## config.mk

```make
export PLATFORM = sky130hd
export DESIGN_NAME = prefetch_unit
export DESIGN_NICKNAME = d
export VERILOG_FILES = /design/src/rtl/prefetch_unit.sv
export SDC_FILE = /design/constraint.sdc
export NUM_CORES = 1
export LEC_CHECK = 0
export ABC_AREA = 1
export CAP_MARGIN = 30
export CORE_ASPECT_RATIO = 0.9
export CORE_MARGIN = 4
export CORE_UTILIZATION = 25
export CTS_CLUSTER_DIAMETER = 200
export DETAILED_ROUTE_END_ITERATION = 8
export GPL_TIMING_DRIVEN = 0
export SLEW_MARGIN = 10
export SYNTH_ARGS = -nofsm -noshare
export SYNTH_HDL_FRONTEND = slang
export SYNTH_SLANG_ARGS = --single-unit
```

## constraint.sdc

```tcl
create_clock -name clk_i -period 2.05 [get_ports clk_i]
set_clock_uncertainty 0.15 [all_clocks]
set_input_delay 0.41 -clock clk_i [delete_from_list [all_inputs] [get_ports clk_i]]
set_output_delay 0.41 -clock clk_i [all_outputs]
set_load 0.005 [all_outputs]
```

## src/rtl/prefetch_unit.sv

```systemverilog
// Instruction prefetch stage: issues in-order word fetches, buffers {pc,inst} pairs in a
// show-ahead FIFO for the DPU, and redirects on flush while discarding stale responses.
module prefetch_unit #(
   parameter int unsigned          INST_WIDTH = 32,
   parameter int unsigned          PC_WIDTH   = 32,
   parameter logic [PC_WIDTH-1:0]  RESET_PC   = '0,
   parameter int unsigned          FIFO_DEPTH = 4
) (
   input  logic                  clk_i,
   input  logic                  rst_n_i,
   output logic                  pfu2mem_req_o,
   output logic [PC_WIDTH-1:0]   pfu2mem_addr_o,
   input  logic                  mem2pfu_gnt_i,
   input  logic                  mem2pfu_rvalid_i,
   input  logic [INST_WIDTH-1:0] mem2pfu_rdata_i,
   output logic                  pfu2dpu_valid_o,
   output logic [INST_WIDTH-1:0] pfu2dpu_inst_o,
   output logic [PC_WIDTH-1:0]   pfu2dpu_pc_o,
   input  logic                  dpu2pfu_ready_i,
   input  logic                  ctrl2pfu_flush_i,
   input  logic [PC_WIDTH-1:0]   ctrl2pfu_flush_pc_i,
   input  logic                  ctrl2pfu_stall_i
);

   localparam int unsigned       PTR_W     = $clog2(FIFO_DEPTH);
   localparam int unsigned       CNT_W     = PTR_W + 1;
   localparam logic [CNT_W-1:0]  ONE_C     = 1;
   localparam logic [CNT_W-1:0]  DEPTH_CNT = CNT_W'(FIFO_DEPTH);
   localparam logic [CNT_W:0]    DEPTH_SUM = (CNT_W+1)'(FIFO_DEPTH);
   localparam logic [PTR_W-1:0]  ONE_P     = 1;

   logic                  r_started;
   logic                  r_reqPending;
   logic [PC_WIDTH-1:0]   r_fetchPc;
   logic [CNT_W-1:0]      r_outstanding;
   logic [CNT_W-1:0]      r_discard;
   logic [CNT_W-1:0]      r_count;
   logic [PTR_W-1:0]      r_wrPtr;
   logic [PTR_W-1:0]      r_rdPtr;
   logic [PTR_W-1:0]      r_pcqWr;
   logic [PTR_W-1:0]      r_pcqRd;
   logic [INST_WIDTH-1:0] r_instMem [FIFO_DEPTH];
   logic [PC_WIDTH-1:0]   r_pcMem   [FIFO_DEPTH];
   logic [PC_WIDTH-1:0]   r_pcqMem  [FIFO_DEPTH];

   logic [CNT_W:0]        w_inFlight;
   logic                  w_req;
   logic                  w_grant;
   logic                  w_push;
   logic                  w_pop;
   logic                  w_valid;
   logic [CNT_W-1:0]      w_outNext;
   logic [PC_WIDTH-1:0]   w_flushPc;

   // Credit covers both buffered entries and in-flight fetches, so the FIFO can never overflow.
   assign w_inFlight = {1'b0, r_count} + {1'b0, r_outstanding};
   assign w_req      = r_started && !ctrl2pfu_flush_i &&
                       (r_reqPending || (!ctrl2pfu_stall_i && (w_inFlight < DEPTH_SUM)));
   assign w_grant    = w_req && mem2pfu_gnt_i;
   assign w_push     = mem2pfu_rvalid_i && (r_discard == '0) && !ctrl2pfu_flush_i;
   assign w_valid    = (r_count != '0) && !ctrl2pfu_stall_i;
   assign w_pop      = w_valid && dpu2pfu_ready_i && !ctrl2pfu_flush_i;
   assign w_flushPc  = ctrl2pfu_flush_pc_i & ~(PC_WIDTH'(3));

   always_comb begin
      w_outNext = r_outstanding;
      if (w_grant && !mem2pfu_rvalid_i)
         w_outNext = r_outstanding + ONE_C;
      else if (!w_grant && mem2pfu_rvalid_i)
         w_outNext = r_outstanding - ONE_C;
   end

   assign pfu2mem_req_o   = w_req;
   assign pfu2mem_addr_o  = r_fetchPc;
   assign pfu2dpu_valid_o = w_valid;
   assign pfu2dpu_inst_o  = r_instMem[r_rdPtr];
   assign pfu2dpu_pc_o    = r_pcMem[r_rdPtr];

   always_ff @(posedge clk_i or negedge rst_n_i) begin
      if (!rst_n_i) begin
         r_started     <= 1'b0;
         r_reqPending  <= 1'b0;
         r_fetchPc     <= RESET_PC;
         r_outstanding <= '0;
         r_discard     <= '0;
      end else begin
         r_started     <= 1'b1;
         r_reqPending  <= w_req && !mem2pfu_gnt_i;
         r_outstanding <= w_outNext;
         if (ctrl2pfu_flush_i)
            r_fetchPc <= w_flushPc;
         else if (w_grant)
            r_fetchPc <= r_fetchPc + PC_WIDTH'(4);
         // Everything still in flight at a flush belongs to the old stream.
         if (ctrl2pfu_flush_i)
            r_discard <= w_outNext;
         else if (mem2pfu_rvalid_i && (r_discard != '0))
            r_discard <= r_discard - ONE_C;
      end
   end

   // The PC queue pairs each in-order response with the address it was fetched from.
   always_ff @(posedge clk_i or negedge rst_n_i) begin
      if (!rst_n_i) begin
         r_pcqWr <= '0;
         r_pcqRd <= '0;
         for (int i = 0; i < FIFO_DEPTH; i++) r_pcqMem[i] <= '0;
      end else begin
         if (w_grant) begin
            r_pcqMem[r_pcqWr] <= r_fetchPc;
            r_pcqWr           <= r_pcqWr + ONE_P;
         end
         if (mem2pfu_rvalid_i)
            r_pcqRd <= r_pcqRd + ONE_P;
      end
   end

   always_ff @(posedge clk_i or negedge rst_n_i) begin
      if (!rst_n_i) begin
         r_count <= '0;
         r_wrPtr <= '0;
         r_rdPtr <= '0;
         for (int i = 0; i < FIFO_DEPTH; i++) begin
            r_instMem[i] <= '0;
            r_pcMem[i]   <= '0;
         end
      end else if (ctrl2pfu_flush_i) begin
         r_count <= '0;
         r_wrPtr <= '0;
         r_rdPtr <= '0;
      end else begin
         if (w_push) begin
            r_instMem[r_wrPtr] <= mem2pfu_rdata_i;
            r_pcMem[r_wrPtr]   <= r_pcqMem[r_pcqRd];
            r_wrPtr            <= r_wrPtr + ONE_P;
         end
         if (w_pop)
            r_rdPtr <= r_rdPtr + ONE_P;
         if (w_push && !w_pop)
            r_count <= r_count + ONE_C;
         else if (!w_push && w_pop)
            r_count <= r_count - ONE_C;
      end
   end

   always_ff @(posedge clk_i) begin
      if (rst_n_i) begin
         assert (!(w_push && !w_pop && (r_count >= DEPTH_CNT)));
         assert (r_outstanding <= DEPTH_CNT);
      end
   end

endmodule

```

==> parameters.txt, run 1 <==
Parameter                              Value

Global routing
  Wire length of the first global-routing pass ... between 100000 and 150000 um
  Overall routing resource usage ... 15.8%
  Antenna violations before repair ... 1
  Largest net degree at the start of global routing ... 106
  Number of global-route vias before repair ... roughly 17000
  Overall overflow remaining after global route ... 0

Timing
  Worst slew pin tran ... slightly below 900 ps
  Ratio of final minimum period to clock period ... 126%
  Worst max-slew margin expressed relative to the limit ... 40.2%
  Fmax achieved ... 386 MHz
  Worst hold margin ... -128 ps
  Worst path setup slack after routing ... -542 ps
  Fin. Hold Viols ... 95
  Setup Total Neg Slack ... -49080 ps
  Final-report max-slew violation count ... 0
  Final setup violation count ... ~220
  Period minus WS final ... 2590 ps
  RSZ-0062 raised after global routing ... yes

Synthesis
  Unique masters post-synth ... 43
  Synth Area in Adders ... 1.07%
  Number of cells produced by synthesis ... about 2300
  Largest area contributor in the synthesized netlist ... sky130_fd_sc_hd__dfrtp_1
  Share of the synthesized area in the top cell type ... 53.9%
  Area share of and/or/nand/nor cells after synthesis ... between 20% and 30%
  Synthesized-area fraction occupied by xor and xnor cells ... 1.25%
  Proportion of synthesized flip-flops having asynchronous set or reset ... 100%
  Share of synthesized area occupied by flip-flops and latches ... between 50% and 60%
  Portion of netlist area occupied by mux cells ... 0%
  Complex-gate fraction of the synthesized area ... 16.0%
  Dominant register cell in the synthesized netlist ... sky130_fd_sc_hd__dfrtp_1
  Combinational family with the most area after synthesis ... simple AND/OR/NAND/NOR gates
  Total number of yosys warnings ... 0
  Synthesis-stage register bit count ... roughly 420
  Most area-consuming cells after synthesis ... sky130_fd_sc_hd__dfrtp_1, sky130_fd_sc_hd__nand2_1, sky130_fd_sc_hd__o21ai_0
  Syn avg cell area ... 8.41 sq um
  Synthesized area ... 0.0194 sq mm
  Number of enable flip-flop cells after synthesis ... 0

Setup path
  Worst endpoint required time ... 1490 ps
  Critical path peak fanout ... 8
  Category of the most critical setup path ... reg -> out
  Data arrival at the endpoint of the critical path ... 2030 ps
  CP endpoint kind ... output port
  Critical path startpoint category ... flip-flop
  Register-to-register setup slack ... -220 ps

Die
  Die H ... 272 um
  Boundary Pins ... 169
  Chip Width ... 301 um
  Core area ... 0.0765 sq mm
  Die area ... 0.0820 sq mm
  Starting density of the core ... 25.3%
  Number of placement rows ... 96

Drt
  Total via count after detailed routing ... 17685
  Count of routing violations after the opening detailed-route iteration ... 1289
  Wire length reported by the detailed router ... slightly below 70000 um
  Via density ... 4.78
  Number of nets with antenna violations after detailed routing ... 0
  Average wire length per cell after detail routing ... 18.4 um
  First-pass iteration count of the detailed router ... 6
  DRC viols ... 0

Clock tree
  Worst-case clock buffer depth ... 3
  Cell at the root of the clock tree ... sky130_fd_sc_hd__clkbuf_16
  Clock tree from TritonCTS ... done
  Clock H-tree levels ... 2
  Worst-skew pair later-pin latency ... 560 ps
  Clock slew at reported path FFs ... approximately 60 ps
  Clock tree sinks ... 417
  CTS Buf Count ... 44

Placement
  PortBufs ... between 150 and 200
  Routability Congestion ... about 0.85
  Detailed Place HPWL ... 43100 um

Cells and area
  Most common cell after layout, fill and taps aside ... sky130_fd_sc_hd__nand2_1
  Layout Utilization ... 36.4%
  Highest-count cells in the layout ignoring fill and taps ... sky130_fd_sc_hd__nand2_1, sky130_fd_sc_hd__dfrtp_1, sky130_fd_sc_hd__o21ai_1
  Share of layout cells above drive strength 1 ... 30.3%
  Fillers ... 7608
  Number of nets in the final layout ... 2724
  Area overhead of the layout relative to synthesis ... 43.9%

Job
  Maximum Capacitance Violations ... 0

Min path
  Hold Path Class ... in -> async

Outcome
  Result of the run ... finished with violations
  Violations in the final reports ... hold timing, setup timing

Pwr
  Leakage power ... 13.2 nW
  Overall power ... 32.9 mW
  Power density of the placed cells ... 1180 mW/mm^2
  VDD IR max ... 680 uV
sequential cells by signal (all words and copies together), names as in the netlist:
name / cells
r_pcqRd: 2
r_reqPending: 1
r_wrPtr: 2
r_discard: 3
r_count: 3
r_started: 1
r_outstanding: 3
r_pcqMem: 120
r_instMem: 128
r_pcMem: 120
pfu2mem_addr_o: 30
r_pcqWr: 2
r_rdPtr: 2
Yosys cell counts, drive strengths merged (7+ instances only):
cell / count
nor2: 212
nor3: 14
inv: 107
o211ai: 12
dfrtp: 417
nand2: 748
xor2: 24
o21ai: 449
clkbuf: 59
ha: 15
nand3: 31
o22ai: 95
a21oi: 7
o221ai: 8
buf: 89
metal layers:
metal,part of all wire [%],global-route usage (%),vias up
met3,8.3,3.12,118
met1,44,23.1,8650
met4,2.2,3.51,0
met5,0,0,-
met2,45,24.2,684
li1,-,-,8233
layout make-up:
cell class	count	area [sq um]	area share [%]
timing repair buffer	283	3220	11.6
tap	1029	1290	4.62
buffer	144	1620	5.80
inverter	107	434	1.56
sequential	417	10500	37.6
clock buffer	61	1260	4.54
antenna	1	2.50	0.00898
timing repair inverter	2	25.0	0.0898
multi-input combinational	1638	9300	33.4
clock inverter	15	250	0.898
power breakdown:
| group | switching [mW] | internal [mW] | leakage, nW |
|---|---|---|---|
| Combinational | 7.32 | 5.27 | 6.93 |
| Clock | 3.47 | 5.07 | 0.748 |
| Sequential | 1.46 | 10.3 | 5.55 |
| Total | 12.2 | 20.6 | 13.2 |
worst max-delay path, cell delays in order (launching register included):
cell and delay (ps):
sky130_fd_sc_hd__dfrtp_2 450, sky130_fd_sc_hd__buf_12 170, sky130_fd_sc_hd__inv_12 70, sky130_fd_sc_hd__buf_12 120, sky130_fd_sc_hd__buf_12 130, sky130_fd_sc_hd__nor2_2 50
sky130_fd_sc_hd__o22ai_4 280, sky130_fd_sc_hd__buf_2 180
cell families after synthesis:
family          after synthesis
compound gates              575
xor+xnor                     26
fa+ha+maj                    16
buf+inv                     255
flops                       417
other cells                   2
simple gates               1012
path summary, 6_finish.rpt:
| path | to | from | depth (start not counted) |
|---|---|---|---|
| worst min register to register | r_pcMem[78] | r_pcMem[78] | 2 |
| max in group asynchronous | pfu2mem_addr_o[7] | rst_n_i | 6 |
| worst max-delay path | pfu2dpu_pc_o[8] | r_rdPtr[0] | 7 |
| min in group clk_i | pfu2mem_addr_o[27] | ctrl2pfu_flush_pc_i[27] | 3 |
| worst min-delay path | r_instMem[15] | rst_n_i | 4 |
| worst max register to register | pfu2mem_addr_o[16] | r_outstanding[2] | 13 |
per-stage QoR:
stage	area, sq um	setup WS, ps	cells
after global routing	27900	-605	3696
after floorplan	19400	95.0	2306
after detailed placement	22400	-1110	3501
after global placement	22300	-18770	3497
after CTS	26000	-546	3638
final	27900	-542	3697
what timing repair did:
action	in CTS	in global routing
pin swaps	49	42
cloned	26	8
gates resized for setup	719	446
hold endpoints to repair	114	114
setup buffers	36	55
setup endpoints to repair	280	353
Note: power is estimated with default switching activity, not from simulation.
==> run 2: changes to the inputs <==
--- a/config.mk
+++ b/config.mk
@@ -8,7 +8,6 @@
 export ABC_AREA = 1
 export CAP_MARGIN = 30
 export CORE_ASPECT_RATIO = 0.9
-export CORE_MARGIN = 4
 export CORE_UTILIZATION = 25
 export CTS_CLUSTER_DIAMETER = 200
 export DETAILED_ROUTE_END_ITERATION = 8
==> constraint.sdc (replaced) <==
create_clock -name clk_i -period 3.16 [get_ports clk_i]
set_clock_uncertainty 0.15 [all_clocks]
set_input_delay 0.632 -clock clk_i [delete_from_list [all_inputs] [get_ports clk_i]]
set_output_delay 0.632 -clock clk_i [all_outputs]
set_load 0.005 [all_outputs]
==> run 2 against run 1 <==
The run now ends clean; critical path depth down 1; global-route usage fell by 0.27 points; combinational power is 48% lower; core utilization is 4.8 points lower; final cell count decreased by 3.2%; sequential cell count did not move; register-to-register slack improved by 1100 ps; routed wire length fell by 9.6%; sequential power decreased by 37%; first-iteration DRC count grew 17%; critical path type unchanged; largest cell class unchanged; highest routed layer unchanged.
==> parameters.txt, run 2 (synthesis results as in run 1) <==
Parameter                              Value

Outcome
  Result of the run ... finished clean

Clock tree
  Clock H-tree levels ... 2 (unchanged)
  Cell at the root of the clock tree ... sky130_fd_sc_hd__clkbuf_16
  Clock tree from TritonCTS ... done
  CTS Buf Count ... 43 (-2.3%)
  Worst-skew pair later-pin latency ... 560 ps (about the same)
  Clock slew at reported path FFs ... 60 ps (about the same)
  Clock tree sinks ... 417 (unchanged)
  Worst-case clock buffer depth ... 3 (unchanged)
  Post-CTS repair timing setup buffer count ... 0 (-100%)

Timing
  RSZ-0062 raised after global routing ... yes
  Period minus WS final ... 3090 ps
  Fin. Hold Viols ... 0 (-100%)
  Final-report max-slew violation count ... 0 (unchanged)
  Worst path setup slack after routing ... 72.0 ps (+614 ps)
  Worst hold margin ... 325 ps (+452 ps)
  Worst max-slew margin expressed relative to the limit ... 49.4% (+9.2 points)
  Worst slew pin tran ... 760 ps (-135 ps)
  Final setup violation count ... 0 (-100%)
  Ratio of final minimum period to clock period ... a little over nine tenths
  Fmax achieved ... 324 MHz

Setup path
  Worst endpoint required time ... 2380 ps (+890 ps)
  Critical path startpoint category ... flip-flop
  Category of the most critical setup path ... reg -> out
  Data arrival at the endpoint of the critical path ... 2310 ps (+280 ps)
  Critical path peak fanout ... 10 (+2)
  R2r endpoint ... pfu2mem_addr_o[25]
  Crit path cell chain ... buf_6, buf_6, clkbuf_4, nor2_1, o22ai_1, clkdlybuf4s50_1
  Delay of the slowest critical-path stage ... 540 ps (+90 ps)
  Most frequent CP cell ... sky130_fd_sc_hd__buf_6
  Depth of the worst register-to-register path ... 10 (-3)
  Worst R2R Start ... r_outstanding[2]
  Worst-path cell with the longest stage delay ... sky130_fd_sc_hd__clkdlybuf4s50_1
  Register-to-register setup slack ... 910 ps (+1130 ps)
  CP endpoint kind ... output port

Cells and area
  Most common cell after layout, fill and taps aside ... sky130_fd_sc_hd__nand2_1
  Largest register FFs ... 128 (unchanged)
  Highest-count cells in the layout ignoring fill and taps ... sky130_fd_sc_hd__nand2_1, sky130_fd_sc_hd__dfrtp_1, sky130_fd_sc_hd__o21ai_0
  Register with the most flip-flops ... r_instMem
  Area overhead of the layout relative to synthesis ... 25.0%
  Largest registers ... r_instMem: 128 flops, r_pcMem: 120 flops, r_pcqMem: 120 flops
  Number of nets in the final layout ... 2605 (-4.4%)
  Share of layout cells above drive strength 1 ... 10.3% (-20 points)
  Post-layout instance area ... 0.0242 sq mm (-13%)

Pwr
  Fraction of power consumed by combinational cells ... 33.8% (-4.5 points)
  Share of power burned in registers ... 38.5% (+2.8 points)
  Switching Power ... 6.97 mW (-43%)
  Leakage power ... 11.6 nW (-12%)
  Power density of the placed cells ... 798 mW/mm^2 (-32%)
  Share of total power in the clock network ... 27.7% (+1.7 points)
  Internal portion of total power ... 12.3 mW (-40%)
  Switch share ... 36.1% (-1.1 points)
  VDD IR max ... 457 uV (-33%)

Drt
  Total via count after detailed routing ... 16760 (-5.2%)
  Average wire length per cell after detail routing ... 17.2 um (-6.6%)
  First-pass iteration count of the detailed router ... 5 (-1)
  DRC viols ... 0 (unchanged)
  Wire length reported by the detailed router ... 61600 um (-9.6%)
  Via density ... 4.68 (-2.1%)
  Count of routing violations after the opening detailed-route iteration ... 1512 (+17%)
  Number of nets with antenna violations after detailed routing ... 0 (unchanged)

Die
  Boundary Pins ... 169 (unchanged)
  Starting density of the core ... 25.3% (+0.040 points)
  Die area ... 0.0786 sq mm (-4.2%)
  Die H ... 266 um (-2.2%)
  Number of placement rows ... 96 (unchanged)
  Core area ... 0.0764 sq mm (-0.16%)
  Chip Width ... 295 um (-2.0%)

Min path
  Startpoint of the tightest hold check path ... r_pcMem[58]
  Cells on Worst Hold Path ... 2
  Hold Path Class ... reg -> reg
  Worst Hold Endpoint ... r_pcMem[58]

Placement
  Standard cell area after detailed placement ... 0.0224 sq mm (unchanged)
  Post-Place Setup Slack ... -335 ps (+774 ps)
  Detailed Place HPWL ... 42600 um (-0.96%)
  Routability Congestion ... 0.888 (+4.4%)
  PortBufs ... 162 (unchanged)

Global routing
  Wire length of the first global-routing pass ... 95900 um (-7.2%)
  Overall routing resource usage ... 15.6% (-0.27 points)
  Largest net degree at the start of global routing ... 97 (-8.5%)
  Overall overflow remaining after global route ... 0 (unchanged)
  Number of global-route vias before repair ... 16249 (-6.4%)
  Antenna violations before repair ... 1 (unchanged)

Job
  Maximum Capacitance Violations ... 0 (unchanged)
[run 2: critical path: cells and delay by family, from the launching register on]
family	cells	cell delay, ps
AO/OA/AOI/OAI	1	190
buffers and inverters	4	1140
flip-flops	1	340
AND/OR/NAND/NOR	1	70
[run 2: how the worst max path moves through the flow]
stage                     depth (start not counted)                  to  slack (ps)             start
after floorplan                                   6          r_count[2]        1180  ctrl2pfu_stall_i
after global placement                            1  pfu2mem_addr_o[17]      -17930           rst_n_i
after detailed placement                          5    pfu2dpu_pc_o[12]        -330        r_rdPtr[1]
after CTS                                         6  pfu2dpu_inst_o[30]           4        r_rdPtr[0]
after global routing                              6  pfu2dpu_inst_o[10]         -30        r_rdPtr[0]
final                                             6  pfu2dpu_inst_o[24]          70        r_rdPtr[0]
[run 2: cell type report]
cell class / count / area (sq um)
Multi-Input combinational cell: 1634 / 7770
Tap cell: 1029 / 1290
Antenna cell: 1 / 2.50
Buffer: 148 / 1110
Timing Repair Buffer: 167 / 1730
Inverter: 107 / 413
Sequential cell: 417 / 10400
Fill cell: 8184 / 52200
Clock inverter: 18 / 273
Clock buffer: 57 / 1170
[run 2: timing repair]
action / 4_1_cts / 5_1_grt
pin swaps: 12 / 3
hold buffers: 1 / 0
hold endpoints to repair: 52 / 0
endpoints found under the setup margin: 62 / 27
gates resized for setup: 127 / 31
[run 2: power groups by stage]
stage / registers [mW] / logic, mW / clock network [mW]
after CTS: 7.41 / 6.52 / 5.42
final: 7.44 / 6.52 / 5.34
after detailed placement: 7.49 / 6.41 / 0
after global routing: 7.59 / 7.22 / 5.65
after floorplan: 7.29 / 3.60 / 0
after global placement: 7.50 / 6.33 / 0
[run 2: stage by stage]
| step | utilization (%) | total power, mW | std cells | TNS (ps) |
|---|---|---|---|---|
| finish | 31.7 | 19.3 | 3578 | 0 |
| global route | 31.7 | 20.5 | 3577 | -48.6 |
| CTS | 31.6 | 19.4 | 3577 | 0 |
| detailed placement | 29.3 | 13.9 | 3501 | -1880 |
| global placement | 29.2 | 13.8 | 3497 | -7453570 |
| floorplan | - | 10.9 | 2306 | 0 |
[run 2: layer usage]
| metal | global-route usage, % | part of all wire [%] | routed length [um] | up-vias |
|---|---|---|---|---|
| met5 | 0 | 0 | 0 | - |
| met4 | 3.21 | 1.6 | 993 | 0 |
| met1 | 23.3 | 48 | 29600 | 8143 |
| li1 | - | - | - | 7965 |
| met3 | 2.42 | 6.9 | 4240 | 79 |
| met2 | 23.4 | 43 | 26700 | 573 |
==> run 3: changes to the inputs <==
==> constraint.sdc (replaced) <==
create_clock -name clk_i -period 3.16 [get_ports clk_i]
set_clock_uncertainty 0.15 [all_clocks]
set_input_delay 0.632 -clock clk_i [delete_from_list [all_inputs] [get_ports clk_i]]
set_output_delay 0.632 -clock clk_i [all_outputs]
set_load 0.02 [all_outputs]
==> run 3 against run 2 <==
The flow now finishes with violations (setup timing); final cell count about the same; hold slack barely moved; sequential cell count is the same; via count decreased by 0.36%; worst setup slack got worse by 72 ps; count of clock-buffer cells in the layout stayed put; core utilization fell by 0.30 points; fmax is 2.3% lower; sequential power hardly changed; first-iteration DRC count decreased by 2.2%; largest cell class unchanged.
==> parameters.txt, run 3 (synthesis results as in run 1) <==
Parameter                              Value

Setup path
  Category of the most critical setup path ... reg -> out
  CP endpoint kind ... output port
  Crit path cell chain ... buf_4, buf_4, clkbuf_4, nor2_1, o22ai_1, clkdlybuf4s15_1
  Critical path peak fanout ... 10 (unchanged)
  Depth of the worst register-to-register path ... 10 (unchanged)
  Data arrival at the endpoint of the critical path ... 2380 ps (+70 ps)
  Critical path startpoint category ... flip-flop
  Worst-path cell with the longest stage delay ... sky130_fd_sc_hd__clkdlybuf4s15_1
  Register-to-register setup slack ... 880 ps (-30 ps)
  Worst endpoint required time ... 2380 ps (about the same)
  Delay of the slowest critical-path stage ... 370 ps (-170 ps)
  Most frequent CP cell ... sky130_fd_sc_hd__buf_4

Global routing
  Overall overflow remaining after global route ... 0 (unchanged)
  Antenna violations before repair ... 0 (-1)
  Overall routing resource usage ... 15.5% (-0.052 points)
  Wire length of the first global-routing pass ... 95600 um (-0.32%)
  Number of global-route vias before repair ... 16155 (-0.58%)
  Largest net degree at the start of global routing ... 97 (unchanged)

Clock tree
  Worst-case clock buffer depth ... 3 (unchanged)
  Clock tree from TritonCTS ... done
  Clock tree sinks ... 417 (unchanged)
  CTS Buf Count ... 43 (unchanged)
  Clock H-tree levels ... 2 (unchanged)
  Post-CTS repair timing setup buffer count ... 0 (unchanged)
  Clock slew at reported path FFs ... 70 ps (about the same)
  Cell at the root of the clock tree ... sky130_fd_sc_hd__clkbuf_16
  Worst-skew pair later-pin latency ... 560 ps (about the same)

Die
  Die area ... 0.0786 sq mm (unchanged)
  Number of placement rows ... 96 (unchanged)
  Chip Width ... 295 um (unchanged)
  Starting density of the core ... 25.3% (unchanged)
  Core area ... 0.0764 sq mm (unchanged)
  Die H ... 266 um (unchanged)
  Boundary Pins ... 169 (unchanged)

Pwr
  Internal portion of total power ... 12.1 mW (-1.7%)
  VDD IR max ... 455 uV (-0.36%)
  Switch share ... 38.2% (+2.1 points)
  Leakage power ... 11.5 nW (-0.81%)
  Fraction of power consumed by combinational cells ... 34.8% (+1.0 points)
  Overall power ... 19.6 mW (+1.5%)
  Share of power burned in registers ... 38.0% (-0.5 points)
  Power density of the placed cells ... 817 mW/mm^2 (+2.5%)
  Share of total power in the clock network ... 27.2% (-0.5 points)
  Switching Power ... 7.48 mW (+7.3%)

Cells and area
  Register with the most flip-flops ... r_instMem
  Fillers ... 8211 (+0.33%)
  ANT cells ... 0 (-1)
  Multi-input logic area ... 0.00769 sq mm (-1.1%)
  Largest register FFs ... 128 (unchanged)
  FF+latch area ... 0.0104 sq mm (unchanged)
  Post-layout instance area ... 0.0240 sq mm (-0.95%)
  Final cell count without fillers ... 3577 (-0.028%)
  Share of layout cells above drive strength 1 ... 10.8% (+0.51 points)
  Highest-count cells in the layout ignoring fill and taps ... sky130_fd_sc_hd__nand2_1, sky130_fd_sc_hd__dfrtp_1, sky130_fd_sc_hd__o21ai_0
  Number of nets in the final layout ... 2605 (unchanged)
  Largest registers ... r_instMem: 128 flops, r_pcMem: 120 flops, r_pcqMem: 120 flops
  Most common cell after layout, fill and taps aside ... sky130_fd_sc_hd__nand2_1
  Area overhead of the layout relative to synthesis ... 23.8%

Placement
  Routability Congestion ... 0.888 (unchanged)
  Placed Cells ... 3501 (unchanged)
  PortBufs ... 162 (unchanged)
  Detailed Place HPWL ... 42600 um (unchanged)
  Standard cell area after detailed placement ... 0.0224 sq mm (unchanged)

Min path
  Cells on Worst Hold Path ... 2 (unchanged)
  Hold Path Class ... reg -> reg

Job
  Maximum Capacitance Violations ... 0 (unchanged)

Timing
  Ratio of final minimum period to clock period ... 100% (+2.3 points)
  Worst hold margin ... 324 ps (-0.263 ps)
  Worst max-slew margin expressed relative to the limit ... 49.5% (+0.16 points)
  Final-report max-slew violation count ... 0 (unchanged)
  Worst slew pin tran ... 757 ps (-2.38 ps)
  Fin. Hold Viols ... 0 (unchanged)
  Fmax achieved ... 316 MHz (-2.3%)
  Final setup violation count ... 1 (+1)
  Period minus WS final ... 3160 ps (+72.3 ps)
  Worst path setup slack after routing ... -0.327 ps (-72.3 ps)
  RSZ-0062 raised after global routing ... no

Drt
  First-pass iteration count of the detailed router ... 5 (unchanged)
  Number of nets with antenna violations after detailed routing ... 0 (unchanged)
  Average wire length per cell after detail routing ... 17.2 um (-0.19%)
  Via density ... 4.67 (-0.33%)
  Count of routing violations after the opening detailed-route iteration ... 1478 (-2.2%)
  Total via count after detailed routing ... 16700 (-0.36%)
  DRC viols ... 0 (unchanged)
  Wire length reported by the detailed router ... 61500 um (-0.22%)

Outcome
  Violations in the final reports ... setup timing
  Result of the run ... finished with violations
## run 3: cell types whose count changed in the layout (fill, tap and decap cells not counted), moves of 13 or more
cell / before / now
sky130_fd_sc_hd__o22ai_2: 26 / 13
sky130_fd_sc_hd__clkdlybuf4s50_1: 129 / 98
sky130_fd_sc_hd__clkdlybuf4s15_2: 0 / 14
sky130_fd_sc_hd__clkbuf_2: 5 / 27
sky130_fd_sc_hd__o22ai_1: 68 / 81
## run 3: per-stage QoR
step / TNS (ps) / utilization (%) / setup WS [ps]
global placement: -7456330 / 29.2 / -17930
global route: 0 / 31.4 / 2.90
CTS: -4.89 / 31.4 / -4.89
floorplan: 0 / - / 1010
detailed placement: -4900 / 29.3 / -437
finish: -0.327 / 31.4 / -0.327
## run 3: metal layers
metal / vias to the layer above / wire [um] / GRT usage [%]
met2: 601 / 26500 / 23.2
met3: 74 / 4570 / 2.41
met5: - / 0 / 0
li1: 7958 / - / -
met1: 8067 / 29400 / 23.3
met4: 0 / 1030 / 3.29
## run 3: repair_timing
| action | 4_1_cts | 5_1_grt |
|---|---|---|
| setup endpoints to repair | 63 | 22 |
| hold buffers | 1 | 0 |
| resized for setup | 173 | 32 |
| pin swaps | 5 | 1 |
| hold endpoints to repair | 52 | 0 |
## run 3: final cells by class
cell class,instances,share of cell area [%]
buffer,148,4.37
clock inverter,18,1.14
inverter,107,1.71
timing repair buffer,167,6.90
sequential,417,43.5
multi-input combinational,1634,32.1
tap,1029,5.37
clock buffer,57,4.88
## run 3: path summary, 6_finish.rpt
kind / from / end
max in group asynchronous: rst_n_i / pfu2mem_addr_o[9]
min in group asynchronous: rst_n_i / r_instMem[14]
setup reg to reg: r_outstanding[2] / pfu2mem_addr_o[25]
hold / removal: r_pcMem[80] / r_pcMem[80]
setup / recovery: r_rdPtr[0] / pfu2dpu_inst_o[2]
hold reg to reg: r_pcMem[80] / r_pcMem[80]
## run 3: worst max-delay path: cells and delay by family, from the launching register on
family	cells	cell delay, ps
simple gates	1	70
buf+inv	4	1080
flops	1	320
compound gates	1	330
## run 3: power by group through the flow
stage,Clock (mW),Sequential (mW),Combinational (mW)
after floorplan,0,7.35,4.09
after global placement,0,7.50,6.89
after detailed placement,0,7.49,6.97
after CTS,5.42,7.41,6.84
after global routing,5.65,7.59,7.52
final,5.33,7.44,6.81
